===== src/rtl/lsu_mem_if_pkg.sv =====
// Shared definitions for the load/store unit: funct3 codes, FSM states, size-to-mask helper.
// Latency: n/a (types, constants and one pure function only).
// Backpressure: n/a.
package lsu_pkg;

    // RV32I load/store width codes. Stores only use the first three.
    localparam logic [2:0] F3_B  = 3'b000;
    localparam logic [2:0] F3_H  = 3'b001;
    localparam logic [2:0] F3_W  = 3'b010;
    localparam logic [2:0] F3_BU = 3'b100;
    localparam logic [2:0] F3_HU = 3'b101;

    typedef enum logic {
        IDLE   = 1'b0,
        SECOND = 1'b1
    } state_t;

    // Byte-lane mask for an access of the given size (funct3[1:0]), lane 0 aligned.
    function automatic logic [3:0] size_mask(input logic [1:0] size);
        case (size)
            2'b00:   return 4'b0001;
            2'b01:   return 4'b0011;
            2'b10:   return 4'b1111;
            default: return 4'b0000;
        endcase
    endfunction

endpackage


===== src/rtl/lsu_mem_if_if.sv =====
// Request/response bus between the execute stage (master) and the load/store unit (slave).
// Latency: n/a (wires only).
// Backpressure: req_valid/req_ready handshake; responses are single-cycle pulses with no ready.
// Ports: req_valid/req_ready/req_we/req_funct3/req_addr/req_wdata toward the unit,
//        resp_valid/resp_rdata/resp_misaligned back to the execute stage.
interface lsu_bus_if;
    logic        req_valid;
    logic        req_ready;
    logic        req_we;
    logic [2:0]  req_funct3;
    logic [31:0] req_addr;
    logic [31:0] req_wdata;
    logic        resp_valid;
    logic [31:0] resp_rdata;
    logic        resp_misaligned;

    modport master (
        output req_valid, req_we, req_funct3, req_addr, req_wdata,
        input  req_ready, resp_valid, resp_rdata, resp_misaligned
    );

    modport slave (
        input  req_valid, req_we, req_funct3, req_addr, req_wdata,
        output req_ready, resp_valid, resp_rdata, resp_misaligned
    );
endinterface


===== src/rtl/lsu_mem_if_align.sv =====
// Combinational 64-bit lane shifter: places store mask/data at byte offset, extracts and extends load data.
// Latency: 0 cycles (pure combinational).
// Backpressure: none; outputs follow inputs.
// Ports: funct3_i/off_i select size and offset; wdata_i store data; rd_lo_i/rd_hi_i low/high read words;
//        mask8_o/wdata64_o span two words (upper half = spill into next word); rdata_o extended load data.
module lsu_align
    import lsu_pkg::*;
(
    input  logic [2:0]  funct3_i,
    input  logic [1:0]  off_i,
    input  logic [31:0] wdata_i,
    input  logic [31:0] rd_lo_i,
    input  logic [31:0] rd_hi_i,
    output logic [7:0]  mask8_o,
    output logic [63:0] wdata64_o,
    output logic [31:0] rdata_o
);

    logic [63:0] rd64;

    assign mask8_o   = {4'b0000, size_mask(funct3_i[1:0])} << off_i;
    assign wdata64_o = {32'h0, wdata_i} << {off_i, 3'b000};
    assign rd64      = {rd_hi_i, rd_lo_i} >> {off_i, 3'b000};

    always_comb begin
        rdata_o = 32'h0;
        case (funct3_i)
            F3_B:    rdata_o = {{24{rd64[7]}}, rd64[7:0]};
            F3_H:    rdata_o = {{16{rd64[15]}}, rd64[15:0]};
            F3_W:    rdata_o = rd64[31:0];
            F3_BU:   rdata_o = {24'h0, rd64[7:0]};
            F3_HU:   rdata_o = {16'h0, rd64[15:0]};
            default: rdata_o = 32'h0;
        endcase
    end

endmodule


===== src/rtl/lsu_mem_if.sv =====
// Load/store unit in front of a word-addressed, byte-masked data memory; splits misaligned accesses in two beats.
// Latency: 1 cycle aligned/illegal/trapped, 2 cycles split; back-to-back accepts allowed while in IDLE.
// Backpressure: req_ready low only during the second beat of a split access.
// Ports: clk/rst (async active-high); bus (lsu_bus_if.slave) request/response; mem_en/mem_mask/mem_data_in/
//        mem_address drive the memory, mem_data_out is its combinational read data.
// Build option: define LSU_MISALIGN_TRAP_EN to trap misaligned requests instead of splitting them.
module lsu_mem_if
    import lsu_pkg::*;
#(
    parameter int ADDR_W = 12,
    parameter int XLEN   = 32
) (
    input  logic              clk,
    input  logic              rst,
    lsu_bus_if.slave          bus,
    output logic              mem_en,
    output logic [3:0]        mem_mask,
    output logic [XLEN-1:0]   mem_data_in,
    output logic [ADDR_W-1:0] mem_address,
    input  logic [XLEN-1:0]   mem_data_out
);

`ifdef LSU_MISALIGN_TRAP_EN
    localparam bit TRAP_EN = 1'b1;
`else
    localparam bit TRAP_EN = 1'b0;
`endif

    state_t            state_q;
    logic              resp_valid_q;
    logic [31:0]       resp_rdata_q;
    logic [31:0]       hold_q;
    logic [2:0]        f3_q;
    logic [1:0]        off_q;
    logic [31:0]       wdata_q;
    logic [ADDR_W-1:0] addr_q;
    logic              we_q;

    logic [1:0]  off;
    logic        accept;
    logic        is_legal;
    logic        is_mis;
    logic        wr_first;
    logic [2:0]  al_f3;
    logic [1:0]  al_off;
    logic [31:0] al_wdata;
    logic [31:0] al_lo;
    logic [31:0] al_hi;
    logic [7:0]  mask8;
    logic [63:0] wdata64;
    logic [31:0] ld_data;

    // Bits above the 16 KiB window are dropped so addresses wrap.
    logic unused_addr_bits;
    assign unused_addr_bits = ^bus.req_addr[31:ADDR_W+2];

    assign off    = bus.req_addr[1:0];
    assign accept = bus.req_valid && (state_q == IDLE);

    always_comb begin
        is_legal = 1'b0;
        case (bus.req_funct3)
            F3_B, F3_H, F3_W: is_legal = 1'b1;
            F3_BU, F3_HU:     is_legal = !bus.req_we;
            default:          is_legal = 1'b0;
        endcase
    end

    // Halfword at offset 1 still fits in one word, so only offset 3 spills.
    assign is_mis = is_legal &&
                    (((bus.req_funct3[1:0] == 2'b01) && (off == 2'b11)) ||
                     ((bus.req_funct3[1:0] == 2'b10) && (off != 2'b00)));

    assign wr_first = accept && bus.req_we && is_legal && !(is_mis && TRAP_EN);

    // In SECOND the shifter works on the latched request; the low word comes from the hold register.
    always_comb begin
        if (state_q == SECOND) begin
            al_f3    = f3_q;
            al_off   = off_q;
            al_wdata = wdata_q;
            al_lo    = hold_q;
            al_hi    = mem_data_out;
        end else begin
            al_f3    = bus.req_funct3;
            al_off   = off;
            al_wdata = bus.req_wdata;
            al_lo    = mem_data_out;
            al_hi    = 32'h0;
        end
    end

    lsu_align u_align (
        .funct3_i  (al_f3),
        .off_i     (al_off),
        .wdata_i   (al_wdata),
        .rd_lo_i   (al_lo),
        .rd_hi_i   (al_hi),
        .mask8_o   (mask8),
        .wdata64_o (wdata64),
        .rdata_o   (ld_data)
    );

    always_comb begin
        mem_en      = 1'b0;
        mem_mask    = 4'h0;
        mem_data_in = '0;
        mem_address = bus.req_addr[ADDR_W+1:2];
        if (state_q == SECOND) begin
            mem_address = addr_q + ADDR_W'(1);
        end
        if (!rst) begin
            if (state_q == SECOND) begin
                if (we_q) begin
                    mem_en      = 1'b1;
                    mem_mask    = mask8[7:4];
                    mem_data_in = wdata64[63:32];
                end
            end else if (wr_first) begin
                mem_en      = 1'b1;
                mem_mask    = mask8[3:0];
                mem_data_in = wdata64[31:0];
            end
        end
    end

    always_ff @(posedge clk or posedge rst) begin
        if (rst) begin
            state_q      <= IDLE;
            resp_valid_q <= 1'b0;
            resp_rdata_q <= 32'h0;
            hold_q       <= 32'h0;
            f3_q         <= 3'b000;
            off_q        <= 2'b00;
            wdata_q      <= 32'h0;
            addr_q       <= '0;
            we_q         <= 1'b0;
        end else begin
            resp_valid_q <= 1'b0;
            case (state_q)
                IDLE: begin
                    if (accept) begin
                        if (is_mis && !TRAP_EN) begin
                            state_q <= SECOND;
                            hold_q  <= mem_data_out;
                            f3_q    <= bus.req_funct3;
                            off_q   <= off;
                            wdata_q <= bus.req_wdata;
                            addr_q  <= bus.req_addr[ADDR_W+1:2];
                            we_q    <= bus.req_we;
                        end else begin
                            resp_valid_q <= 1'b1;
                            resp_rdata_q <= (!bus.req_we && is_legal && !is_mis) ? ld_data : 32'h0;
                        end
                    end
                end
                SECOND: begin
                    state_q      <= IDLE;
                    resp_valid_q <= 1'b1;
                    resp_rdata_q <= we_q ? 32'h0 : ld_data;
                end
                default: state_q <= IDLE;
            endcase
        end
    end

`ifdef LSU_MISALIGN_TRAP_EN
    logic resp_mis_q;
    always_ff @(posedge clk or posedge rst) begin
        if (rst) begin
            resp_mis_q <= 1'b0;
        end else begin
            resp_mis_q <= accept && is_mis;
        end
    end
    assign bus.resp_misaligned = resp_mis_q;
`else
    assign bus.resp_misaligned = 1'b0;
`endif

    assign bus.req_ready  = (state_q == IDLE);
    assign bus.resp_valid = resp_valid_q;
    assign bus.resp_rdata = resp_rdata_q;

endmodule


===== src/flat_wrapper.sv =====
// flat-port wrapper written by rule: the top's interface ports become plain ports
module lsu_mem_if_flat import lsu_pkg::*;
#(
    parameter int ADDR_W = 12,
    parameter int XLEN   = 32
)
  (clk, rst, mem_en, mem_mask, mem_data_in, mem_address, mem_data_out, bus_req_valid, bus_req_we, bus_req_funct3, bus_req_addr, bus_req_wdata, bus_req_ready, bus_resp_valid, bus_resp_rdata, bus_resp_misaligned);
  lsu_bus_if bus_i ();
  input  logic clk;
  input  logic rst;
  output logic mem_en;
  output logic [3:0] mem_mask;
  output logic [XLEN-1:0] mem_data_in;
  output logic [ADDR_W-1:0] mem_address;
  input  logic [XLEN-1:0] mem_data_out;
  input wire logic [$bits(bus_i.req_valid)-1:0] bus_req_valid;
  input wire logic [$bits(bus_i.req_we)-1:0] bus_req_we;
  input wire logic [$bits(bus_i.req_funct3)-1:0] bus_req_funct3;
  input wire logic [$bits(bus_i.req_addr)-1:0] bus_req_addr;
  input wire logic [$bits(bus_i.req_wdata)-1:0] bus_req_wdata;
  output wire logic [$bits(bus_i.req_ready)-1:0] bus_req_ready;
  output wire logic [$bits(bus_i.resp_valid)-1:0] bus_resp_valid;
  output wire logic [$bits(bus_i.resp_rdata)-1:0] bus_resp_rdata;
  output wire logic [$bits(bus_i.resp_misaligned)-1:0] bus_resp_misaligned;
  assign bus_i.req_valid = bus_req_valid;
  assign bus_i.req_we = bus_req_we;
  assign bus_i.req_funct3 = bus_req_funct3;
  assign bus_i.req_addr = bus_req_addr;
  assign bus_i.req_wdata = bus_req_wdata;
  assign bus_req_ready = bus_i.req_ready;
  assign bus_resp_valid = bus_i.resp_valid;
  assign bus_resp_rdata = bus_i.resp_rdata;
  assign bus_resp_misaligned = bus_i.resp_misaligned;
  lsu_mem_if #(.ADDR_W(ADDR_W), .XLEN(XLEN)) u_core (.clk(clk), .rst(rst), .bus(bus_i), .mem_en(mem_en), .mem_mask(mem_mask), .mem_data_in(mem_data_in), .mem_address(mem_address), .mem_data_out(mem_data_out));
endmodule

===== config.mk =====
export PLATFORM = sky130hd
export DESIGN_NAME = lsu_mem_if_flat
export DESIGN_NICKNAME = d
export VERILOG_FILES = /design/src/rtl/lsu_mem_if_pkg.sv /design/src/rtl/lsu_mem_if_if.sv /design/src/rtl/lsu_mem_if_align.sv /design/src/rtl/lsu_mem_if.sv /design/src/flat_wrapper.sv
export SDC_FILE = /design/constraint.sdc
export NUM_CORES = 1
export LEC_CHECK = 0
export BUFFER_PORTS_ARGS = -buffer_cell sky130_fd_sc_hd__buf_2
export CORE_AREA = 3 3 101 152
export DETAILED_ROUTE_END_ITERATION = 16
export DIE_AREA = 0 0 104 155
export PLACE_DENSITY = 0.8
export SETUP_SLACK_MARGIN = 0.02
export SKIP_CTS_REPAIR_TIMING = 1
export SLEW_MARGIN = 20
export SYNTH_ARGS = -nofsm -noshare
export SYNTH_HDL_FRONTEND = slang
export SYNTH_SLANG_ARGS = --single-unit
export TNS_END_PERCENT = 30

===== constraint.sdc =====
create_clock -name clk -period 6.7 [get_ports clk]
set_input_delay 1.005 -clock clk [delete_from_list [all_inputs] [get_ports clk]]
set_output_delay 1.005 -clock clk [all_outputs]
set_load 0.02 [all_outputs]

Word-level counts from Yosys, hierarchy flattened

Index checks and enable logic that the tools add are counted.
W data, S select, Z words.

Register bits after elaboration: 116
Latch bits: 0
Memory bits (writable): 0
ROM bits: 0
Input bits: 103
Output and inout bits: 84
Memories: 0

Add/subtract/negate cells: 1
$mul: 0
Divide/modulo/power cells: 0
Order comparisons: 0
Eq/ne operators: 15
Shift operators: 3
Muxes and demuxes: 32
Bitwise operators: 1
Reduce and logical (&&, ||, !) cells: 19

Operator list:

| operator                | number |
|---|---|
| $mux W32                | 11 |
| $pmux W32 S5            | 1 |
| $pmux W32 S2            | 1 |
| $shl A32 B5 Y64         | 1 |
| $shr A64 B5 Y32         | 1 |
| $mux W4                 | 4 |
| $add A12 B1 Y12 const B | 1 |
| $eq A3 B3 Y1 const B    | 4 |
| $mux W12                | 1 |
| $pmux W4 S3             | 1 |
| $logic_and A1 B1 Y1     | 8 |
| $mux W1                 | 8 |
| $shl A4 B2 Y8           | 1 |
| $eq A2 B2 Y1 const B    | 3 |
| $eq A3 B1 Y1 const B    | 2 |
| $eq A3 B2 Y1 const B    | 2 |
| $logic_not A3 Y1        | 2 |
| $pmux W1 S2             | 3 |
| $eq A2 B1 Y1 const B    | 2 |
| $mux W3                 | 1 |
| $reduce_and A3 Y1       | 1 |
| $reduce_or A3 Y1        | 1 |
| $logic_not A1 Y1        | 2 |
| $logic_not A2 Y1        | 1 |
| other kinds (8)         | 8 |

Logic depth before layout (Yosys ltp)

Gate-level depths: netlist of the first run.

Depth in word-level cells: 10
Mapped depth: 16
Gate-level depth less buffers: 7

Hierarchy

From an unflattened synthesis of the first run, not the netlist that was laid out.

Cells, all modules: 770
Area, all modules: 8,456.9 µm²

Modules (own cells, without submodules):

| module     | instances | cells each | area an instance (µm²) | seq. area each (µm²) |
|---|---|---|---|---|
| lsu_mem_if | 1         | 515        | 6,197.2                | 2,902.8 |
| lsu_align  | 1         | 255        | 2,259.7                | 0.0 |

Worst setup path after synthesis of the first run

OpenSTA, ideal clock, no wires.

Path kind: input-to-output
Start point: in rst
End point: out mem_data_in[16]
Arrival time: 4.942 ns
Setup slack: 0.753 ns
Stages: 7
Cell sequence: inv_1 -> and3_1 -> clkbuf_1 -> and3_1 -> clkbuf_1 -> a21oi_1 -> a21oi_1

Longest elaborated chain between the ends: 1

Ends and longest elaborated chain:

| what        | line               | text |
|---|---|---|
| from (decl) | flat_wrapper.sv:10 | `input logic rst;` |
| $mux W32    | lsu_mem_if.sv:112  | `if (!rst) begin` |
| to (decl)   | flat_wrapper.sv:13 | `output logic [XLEN-1:0] mem_data_in;` |

No other way between the ends.

Final worst setup path of the first run

Start point: reg u_core.state_q
End point: out mem_data_in[8]

Longest elaborated chain between the ends: 7

Ends and longest elaborated chain:

| what                                                    | line              | text |
|---|---|---|
| from (decl)                                             | lsu_mem_if.sv:29  | `state_t state_q;` |
| from (signal assigned)                                  | lsu_mem_if.sv:129 | `state_q <= IDLE;` |
| from (signal assigned)                                  | lsu_mem_if.sv:144 | `state_q <= SECOND;` |
| from (signal assigned)                                  | lsu_mem_if.sv:158 | `state_q <= IDLE;` |
| branches (longest 5 deep; another with $shl A32 B5 Y64) | -                 |  |
| $mux W32 (*)                                            | lsu_mem_if.sv:113 | `if (state_q == SECOND) begin` |
| $mux W32 (*)                                            | lsu_mem_if.sv:112 |  |

Every way passes the cells marked *.

==> flow_summary.ini, run 1 <==
[run_status]
outcome = finished clean

[yosys]
dominantRegCellSynth = sky130_fd_sc_hd__dfrtp_1
synth_edf_count = 0
ys_warn_count = 0
synth.ff_latch_count = 116
mappedNetlistArea_sq_mm = 0.007715
seq_area_frac_synth = 0.3763
asyncSetResetFlopFracSynth = 1.000
netlist_instances = 774
synth_nets = 882
ys_types = 59
syn_avg_cell_area_sq_um = 9.968

[route]
drc_errors = 0
drt_iter0_drc = 474
dr_vias = 6781
drt-total-wl_um = 22120
avgViaCountPerCell = 6.137
routedWlPerCell_um = 20.01
first_pass_iteration_count_of_the_detailed_router = 4
antenna_left = 0

[grt]
grt.total_usage = 0.2738
grt_max_degree = 67
grt.overflow.total = 0
grt_pass1_wl_um = 35000
grt_antenna_before_repair = 0
first_global_vias = 6717

[pwr]
clock_power_share = 0.394
worst_ir_drop_vdd_mv = 0.1412
p_int_w = 0.001881
power_switching_share = 0.3012
power_frac_seq = 0.379
power_density_mw_per_mm2 = 292.2
power_switching_w = 0.0008109
power_frac_comb = 0.227
power.leakage_nw = 4.242

[sta]
rsz_0062_raised_after_global_routing = no
hold_violations = 0
finalWorstPathRequiredPeriod_ns = 4.632
max_slew.worst_pin.slew_ns = 1.022
final.period_utilization = 0.6913
post-route-worst-setup-slack_ns = 2.068
clock_skew_ns = 0.009050
drv_slew = 0
timing.slew.headroom = 0.3185
fmax_mhz = 215.9
final.setup.tns_ns = 0
setup_viol_count_final = 0

[layout]
layout-drive-gt1-share = 0.3757
area_growth_syn_to_layout_pct = 19.43
nNetsFinal = 1008
number_of_antenna_repair_diodes = 0

[die]
die_area_sq_mm = 0.01612
initial_utilization = 0.5488
num_io_pins = 187
floorplan.rows = 53
floorplan.die.height_um = 155
die-width_um = 104
core_area_sq_mm = 0.01406

[critical_path]
criticalPathCategory = register to output port
regToRegSetupSlack_ns = 3.05
critical_path_buf_inv_count = 2
critPathCaptureType = output port
worst_r2r_endpoint = u_core.bus.resp_rdata[18]$_DFFE_PP0P_
path_cells = buf_4 -> mux2_4 -> mux4_1 -> a21oi_1 -> nor2_1 -> buf_2
reg2regPathDepth = 6
crit_fanout = 62
crit_path_top_delay_cell = sky130_fd_sc_hd__mux2_4
worst_setup_path_start_kind = register
crit-reg2reg-launch = u_core.state_q$_DFF_PP0_
critical_path.top_delay_family = multiplexers
worst_path_largest_cell_delay_ns = 0.81
required_time_reported_for_the_critical_path_endpoint_ns = 5.69
critical_path_arrival_ns = 3.63

[hold_path]
hold_critical_path_depth = 2
min_path_type = register to register
worst_hold_startpoint = u_core.bus.resp_rdata[5]$_DFFE_PP0P_
min_to = u_core.bus.resp_rdata[5]$_DFFE_PP0P_

[clock_network]
cts_buffers = 17
cts.sink_count = 116
clk_latency_ns = 0.41
cts_tree = done
cts-root-to-sink-buffers = 2
cts.reportedPaths.clkPinSlew_ns = 0.06
cts_htree_levels = 4
ctsRootBufferMaster = sky130_fd_sc_hd__clkbuf_16

[placement]
gp_congestion = 0.9610
detailedPlace.worstSlack_ns = 2.207
place.detailed.hpwl_um = 14800
portBuffers = 167

[run]
drv.max_cap_violation_count = 0
## worst min-delay path, cell delays in order, from the launching register on
cell and delay [ns]:
sky130_fd_sc_hd__dfrtp_1 0.34, sky130_fd_sc_hd__nand2_1 0.05, sky130_fd_sc_hd__o21ai_1 0.06
## area by class of cell
class / count / area [sq um]
Inverter: 8 / 32.53
Sequential cell: 116 / 2908
Clock inverter: 14 / 250.2
Tap cell: 192 / 240.2
Clock buffer: 18 / 439.2
Multi-Input combinational cell: 584 / 4463
Timing Repair Buffer: 173 / 880.8
Fill cell: 1169 / 4845
## routing by layer
metal | track usage | wire (um) | share of wire
met1 | 0.3147 | 8151 | 0.37
met5 | 0 | 0 | 0
met2 | 0.4784 | 11350 | 0.51
met4 | 0.1426 | 926 | 0.042
met3 | 0.06019 | 1687 | 0.076
## synth_stat cells, types with 9 or more instances
library cell               count  area share
sky130_fd_sc_hd__nand3_1      19       0.012
sky130_fd_sc_hd__mux2i_1      47       0.061
sky130_fd_sc_hd__nor2_1       54       0.026
sky130_fd_sc_hd__a21oi_1      68       0.044
sky130_fd_sc_hd__mux4_2       25       0.073
sky130_fd_sc_hd__nand2_1     127       0.062
sky130_fd_sc_hd__clkbuf_1     24       0.012
sky130_fd_sc_hd__buf_2        30       0.019
sky130_fd_sc_hd__a221o_1       9       0.012
sky130_fd_sc_hd__mux2_2       82        0.12
sky130_fd_sc_hd__dfrtp_1     116        0.38
sky130_fd_sc_hd__o21ai_0      30       0.019
## sequential cells by signal, indices dropped and copies added, names as in the netlist
| signal | flops |
|---|---|
| u_core.bus.resp_rdata | 32 |
| u_core.hold_q | 32 |
| u_core.wdata_q | 32 |
| u_core.addr_q | 12 |
| u_core.f3_q | 3 |
| u_core.off_q | 2 |
| u_core.bus.resp_valid | 1 |
| u_core.state_q | 1 |
| u_core.we_q | 1 |
## power groups by stage
stage                     Combinational (W)  Clock, W  Sequential (W)
after detailed placement           0.000603         0         0.00103
after floorplan                    0.000484         0        0.000967
final                              0.000610   0.00106         0.00102
after global routing               0.000665   0.00111         0.00104
after global placement             0.000587         0         0.00101
after CTS                          0.000610   0.00107         0.00102
## kinds of logic after synthesis
logic type	Yosys count	share of synthesized area
buf+inv	74	0.04881
mux	161	0.2731
simple gates	233	0.1322
compound gates	174	0.1497
fa+ha+maj	5	0.008109
other cells	1	0.0004861
flops	116	0.3763
xor+xnor	10	0.01135
## through the flow
stage / cells / hold WS (ns) / area (sq um) / utilization / power, W
after floorplan: 774 / 0.4752 / 7715 / - / 0.001451
after global placement: 1073 / 0.4605 / 8524 / 0.6064 / 0.001601
after detailed placement: 1073 / 0.4700 / 8524 / 0.6064 / 0.001629
after CTS: 1105 / 0.4828 / 9214 / 0.6554 / 0.002697
after global routing: 1105 / 0.5125 / 9214 / 0.6554 / 0.002820
final: 1105 / 0.4764 / 9214 / 0.6554 / 0.002692
## cells in the final DEF, fill, tap and decap left out, types with 8 or more instances in the layout
cell type,netlist,routed
sky130_fd_sc_hd__a21oi_1,68,68
sky130_fd_sc_hd__a221o_1,9,9
sky130_fd_sc_hd__buf_2,30,167
sky130_fd_sc_hd__clkbuf_16,0,17
sky130_fd_sc_hd__dfrtp_1,116,114
sky130_fd_sc_hd__mux2_2,82,82
sky130_fd_sc_hd__mux2i_1,47,45
sky130_fd_sc_hd__mux4_2,25,25
sky130_fd_sc_hd__nand2_1,127,127
sky130_fd_sc_hd__nand3_1,19,19
sky130_fd_sc_hd__nor2_1,54,54
sky130_fd_sc_hd__nor4_1,8,8
sky130_fd_sc_hd__o211ai_1,8,8
sky130_fd_sc_hd__o21ai_0,30,30
sky130_fd_sc_hd__o2bb2ai_1,8,8
## worst max path at each step
stage                     slack (ns)  cells past startpoint              end                startpoint
after floorplan                 0.75                      7  mem_data_in[16]                       rst
final                           2.07                      6   mem_data_in[8]  u_core.state_q$_DFF_PP0_
after global placement          2.17                      7  mem_data_in[17]           bus_req_addr[1]
after CTS                       2.05                      6   mem_data_in[8]  u_core.state_q$_DFF_PP0_
after detailed placement        2.21                      7  mem_data_in[17]           bus_req_addr[1]
after global routing            1.85                      6   mem_data_in[8]  u_core.state_q$_DFF_PP0_
Note: power is estimated with default switching activity, not from simulation.
==> run 2: changes to the inputs <==
==> constraint.sdc (replaced) <==
create_clock -name clk -period 4.8 [get_ports clk]
set_input_delay 0.72 -clock clk [delete_from_list [all_inputs] [get_ports clk]]
set_output_delay 0.72 -clock clk [all_outputs]
set_load 0.02 [all_outputs]
==> run 2 against run 1 <==
Effect of this change: die area did not move; first-iteration DRC count fell by 5.5%; final cell count rose by 0.36%; sequential power rose by 36%; design area fell by 0.69%; critical path depth rose by 2; core utilization fell by 0.45 points; clock-buffer cell count did not move; largest cell class unchanged; clock power rose by 14%; total power rose by 29%; register-to-register slack got worse by 1.6 ns.
==> flow_summary.ini, run 2 (synthesized netlist as in run 1, its figures left out) <==
[critical_path]
critical_path.top_delay_family = flip-flops
crit_path_top_delay_cell = sky130_fd_sc_hd__dfrtp_4
worst_setup_path_start_kind = register
crit_fanout = 58
critical_path_arrival_ns = 3.50
critical_path_buf_inv_count = 2
criticalPathCategory = register to output port
path_cells = mux2i_1 -> ha_1 -> a41oi_1 -> nor2_1 -> buf_4 -> a32oi_1 -> o22ai_1 -> buf_2
critPathCaptureType = output port
worst_path_largest_cell_delay_ns = 0.93
required_time_reported_for_the_critical_path_endpoint_ns = 4.08

[route]
drc_errors = 0
routedWlPerCell_um = 19.69
first_pass_iteration_count_of_the_detailed_router = 4
dr_vias = 6864
antenna_left = 0
avgViaCountPerCell = 6.189
drt_iter0_drc = 448
drt-total-wl_um = 21830

[sta]
final.period_utilization = 0.8789
fmax_mhz = 237.0
post-route-worst-setup-slack_ns = 0.5814
final.setup.tns_ns = 0
rsz_0062_raised_after_global_routing = no
clock_skew_ns = 0.01134
setup_viol_count_final = 0
finalWorstPathRequiredPeriod_ns = 4.219
hold_violations = 0
timing.slew.headroom = 0.3794
drv_slew = 0
max_slew.worst_pin.slew_ns = 0.9308

[layout]
nNetsFinal = 1012
layout_common_cells = 167 x sky130_fd_sc_hd__buf_2, 127 x sky130_fd_sc_hd__nand2_1, 114 x sky130_fd_sc_hd__dfrtp_1
number_of_antenna_repair_diodes = 0
mostFrequentLayoutCell = sky130_fd_sc_hd__buf_2
layout-drive-gt1-share = 0.3784
final_util = 0.6509
area_growth_syn_to_layout_pct = 18.60

[pwr]
power_density_mw_per_mm2 = 380.9
post-layout-total-power_w = 0.003486
worst_ir_drop_vdd_mv = 0.2396
power.leakage_nw = 4.207

[hold_path]
min_path_type = primary input to asynchronous set/reset pin

[die]
num_io_pins = 187
initial_utilization = 0.5488
floorplan.die.height_um = 155
core_area_sq_mm = 0.01406
die-width_um = 104
die_area_sq_mm = 0.01612
floorplan.rows = 53

[clock_network]
clk_latency_ns = 0.41
cts.sink_count = 116
cts_buffers = 17
cts.reportedPaths.clkPinSlew_ns = 0.05
cts_tree = done
ctsRootBufferMaster = sky130_fd_sc_hd__clkbuf_16
cts-root-to-sink-buffers = 2
cts_htree_levels = 4

[grt]
grt.overflow.total = 0
grt.total_usage = 0.2718
grt_max_degree = 76
grt_antenna_before_repair = 0
grt_pass1_wl_um = 34750
first_global_vias = 6900

[placement]
gp_congestion = 0.9239
place.detailed.hpwl_um = 15170
detailedPlace.worstSlack_ns = 1.024
portBuffers = 167

[run_status]
outcome = finished clean

[run]
drv.max_cap_violation_count = 0
-- run 2: layout make-up --
cell class              count  area (sq um)
fillers                  1189          4908
clock buffers              18         439.2
repair buffers            177         935.9
well taps                 192         240.2
flip-flops and latches    116          2908
clock inverters            14         130.1
inverters                   8         33.78
multi-input cells         584          4463
-- run 2: worst register-to-register path, stage by stage (launching register included) --
cell                        delay (ns)
sky130_fd_sc_hd__dfrtp_4          0.93
sky130_fd_sc_hd__mux2i_2          0.74
sky130_fd_sc_hd__buf_4            0.33
sky130_fd_sc_hd__mux2i_1          0.29
sky130_fd_sc_hd__a2bb2oi_2        0.13
sky130_fd_sc_hd__a311oi_4         0.63
sky130_fd_sc_hd__a221o_1          0.22
-- run 2: where the power goes --
group | switching, W | leakage, nW | internal (W) | total, W
Combinational | 0.000454 | 2.49 | 0.000437 | 0.000891
Sequential | 0.000188 | 1.44 | 0.00120 | 0.00139
Clock | 0.000477 | 0.271 | 0.000730 | 0.00121
-- run 2: worst paths after layout --
| path | from | end | slack (ns) | cells after the start |
|---|---|---|---|---|
| max | u_core.state_q$_DFF_PP0_ | mem_data_in[7] | 0.58 | 8 |
| min | rst | u_core.wdata_q[22]$_DFFE_PP0P_ | 0.35 | 2 |
| max reg2reg | u_core.state_q$_DFF_PP0_ | u_core.bus.resp_rdata[16]$_DFFE_PP0P_ | 1.48 | 6 |
| min reg2reg | u_core.bus.resp_rdata[6]$_DFFE_PP0P_ | u_core.bus.resp_rdata[6]$_DFFE_PP0P_ | 0.48 | 2 |
| max in group asynchronous | rst | u_core.state_q$_DFF_PP0_ | 2.67 | 4 |
| min in group clk | u_core.bus.resp_rdata[6]$_DFFE_PP0P_ | u_core.bus.resp_rdata[6]$_DFFE_PP0P_ | 0.48 | 2 |
-- run 2: stage by stage --
| step | cell area (sq um) | std cells | hold WS, ns |
|---|---|---|---|
| floorplan | 7719 | 774 | 0.4752 |
| global placement | 8581 | 1077 | 0.4621 |
| detailed placement | 8581 | 1077 | 0.4692 |
| CTS | 9150 | 1109 | 0.3471 |
| global route | 9150 | 1109 | 0.3737 |
| finish | 9150 | 1109 | 0.3543 |
-- run 2: per-layer routing --
layer,track usage,routed length (um),vias to the layer above
met5,0,0,-
met4,0.1838,1236,0
met3,0.06061,1775,78
met2,0.4676,11020,368
met1,0.3003,7799,3332
li1,-,-,3086
==> run 3: changes to the inputs <==
--- a/config.mk
+++ b/config.mk
@@ -6,10 +6,10 @@
 export NUM_CORES = 1
 export LEC_CHECK = 0
 export BUFFER_PORTS_ARGS = -buffer_cell sky130_fd_sc_hd__buf_2
-export CORE_AREA = 3 3 101 152
+export CORE_AREA = 3 3 123 125
 export DETAILED_ROUTE_END_ITERATION = 16
-export DIE_AREA = 0 0 104 155
-export PLACE_DENSITY = 0.8
+export DIE_AREA = 0 0 126 128
+export PLACE_DENSITY = 0.81
 export SETUP_SLACK_MARGIN = 0.02
 export SKIP_CTS_REPAIR_TIMING = 1
 export SLEW_MARGIN = 20
==> run 3 against run 2 <==
Effect of this change: die area about the same; final cell count down 1.1%; maximum frequency up 4.6%; via count down 1.1%; wire length down 0.24%; worst setup slack better by 0.19 ns; non-clock buffer count down 1; global-route usage down 0.62 points; clock power up 7%; critical endpoint unchanged; largest cell class unchanged; highest routed layer unchanged.
==> flow_summary.ini, run 3 (synthesized netlist as in run 1, its figures left out) <==
[run_status]
outcome = finished clean

[die]
floorplan.die.height_um = 128
die_area_sq_mm = 0.01613
initial_utilization = 0.5515
num_io_pins = 187
core_area_sq_mm = 0.01399
floorplan.rows = 43
die-width_um = 126

[pwr]
power_density_mw_per_mm2 = 392.5
worst_ir_drop_vdd_mv = 0.2753
power_switching_share = 0.3112
post-layout-total-power_w = 0.003590
power_frac_seq = 0.388
power_frac_comb = 0.250
power_switching_w = 0.001117
power.leakage_nw = 4.207
p_int_w = 0.002473
clock_power_share = 0.362

[clock_network]
cts-root-to-sink-buffers = 2
cts_tree = done
cts.sink_count = 116
cts.reportedPaths.clkPinSlew_ns = 0.05
cts_buffers = 17
clk_latency_ns = 0.42
ctsRootBufferMaster = sky130_fd_sc_hd__clkbuf_16
cts_htree_levels = 4

[critical_path]
crit_fanout = 32
criticalPathCategory = register to output port
critical_path_buf_inv_count = 1
path_cells = mux2i_1 -> ha_1 -> a41oi_1 -> nor2_1 -> a32oi_1 -> o22ai_1 -> buf_2
worst_r2r_endpoint = u_core.bus.resp_rdata[18]$_DFFE_PP0P_
regToRegSetupSlack_ns = 1.23
worst_setup_path_start_kind = register
launching_element_of_the_worst_setup_path = u_core.state_q$_DFF_PP0_
critical_path.top_delay_family = flip-flops
reg2regPathDepth = 7
worst_path_largest_cell_delay_ns = 0.70
critPathCaptureType = output port
worst_setup_path_end = mem_data_in[7]
critical_path_arrival_ns = 3.31
crit_path_top_delay_cell = sky130_fd_sc_hd__dfrtp_4
required_time_reported_for_the_critical_path_endpoint_ns = 4.08
number_of_cells_on_the_critical_path = 7
crit-reg2reg-launch = u_core.state_q$_DFF_PP0_

[sta]
finalWorstPathRequiredPeriod_ns = 4.033
clock_skew_ns = 0.007384
finalHoldWorstSlack_ns = 0.3565
final.period_utilization = 0.8402
timing.slew.headroom = 0.2657
drv_slew = 0
rsz_0062_raised_after_global_routing = no
fmax_mhz = 248.0
max_slew.worst_pin.slew_ns = 1.101
final.setup.tns_ns = 0
hold_violations = 0
setup_viol_count_final = 0

[route]
drt-total-wl_um = 21780
drc_errors = 0
antenna_left = 0
dr_vias = 6786
drt_iter0_drc = 750
routedWlPerCell_um = 19.85
avgViaCountPerCell = 6.186
first_pass_iteration_count_of_the_detailed_router = 5

[layout]
finish.instance_area_sq_mm = 0.009146
nNetsFinal = 1011
area_growth_syn_to_layout_pct = 18.55
final_util = 0.6538
layout-drive-gt1-share = 0.3770
mostFrequentLayoutCell = sky130_fd_sc_hd__buf_2
layout_common_cells = 167 x sky130_fd_sc_hd__buf_2, 127 x sky130_fd_sc_hd__nand2_1, 114 x sky130_fd_sc_hd__dfrtp_1
final.fill_count = 1124

[grt]
grt_pass1_wl_um = 34030
first_global_vias = 6413
grt.overflow.total = 0
grt_max_degree = 84
grt_antenna_before_repair = 2
grt.total_usage = 0.2656

[placement]
gp_congestion = 0.8750
place.detailed.hpwl_um = 14820
portBuffers = 167
placed_area_sq_mm = 0.008533

[hold_path]
min_path_type = primary input to asynchronous set/reset pin

[run]
drv.max_cap_violation_count = 0
==> run 3: cell types whose count changed in the layout (fill, tap and decap cells not counted), sizes merged <==
cell | previous run | this run
buf | 177 | 176
bufinv | 1 | 3
clkbuf | 18 | 19
clkinv | 6 | 3
clkinvlp | 5 | 6
diode | 0 | 2
inv | 10 | 8
==> run 3: power by group through the flow <==
stage | Combinational, W | Clock, W | Sequential [W]
global placement | 0.000856 | 0 | 0.00138
detailed placement | 0.000883 | 0 | 0.00140
CTS | 0.000891 | 0.00131 | 0.00138
floorplan | 0.000676 | 0 | 0.00135
finish | 0.000896 | 0.00130 | 0.00139
global route | 0.000974 | 0.00135 | 0.00142
==> run 3: cell type report <==
class	count	area [sq um]	area share
clock inverter	12	155.1	0.01696
antenna	2	5.005	0.0005472
timing repair buffer	176	903.4	0.09877
multi-input combinational	584	4463	0.4880
sequential	116	2908	0.3179
tap	180	225.2	0.02462
clock buffer	19	452.9	0.04952
inverter	8	33.78	0.003694
==> run 3: worst min-delay path by stage <==
stage | from | end | depth (start not counted)
floorplan | u_core.hold_q[0]$_DFFE_PP0P_ | u_core.hold_q[0]$_DFFE_PP0P_ | 1
global placement | u_core.bus.resp_rdata[5]$_DFFE_PP0P_ | u_core.bus.resp_rdata[5]$_DFFE_PP0P_ | 2
detailed placement | u_core.bus.resp_rdata[13]$_DFFE_PP0P_ | u_core.bus.resp_rdata[13]$_DFFE_PP0P_ | 1
CTS | rst | u_core.wdata_q[31]$_DFFE_PP0P_ | 2
global route | rst | u_core.wdata_q[31]$_DFFE_PP0P_ | 2
finish | rst | u_core.wdata_q[31]$_DFFE_PP0P_ | 2
==> run 3: routing by layer <==
layer	track usage	vias to the layer above	part of all wire	wire length [um]
met4	0.09842	0	0.025	550
met1	0.3694	3227	0.42	9104
met5	0	-	0	0
li1	-	3088	-	-
met3	0.06875	55	0.10	2227
met2	0.4038	416	0.45	9898
==> run 3: per-stage QoR <==
step           setup WS (ns)  cells
2_1_floorplan         0.3231    774
3_3_place_gp           1.017   1064
3_5_place_dp          0.9693   1064
4_1_cts               0.8276   1095
5_1_grt               0.6248   1097
6_report              0.7671   1097
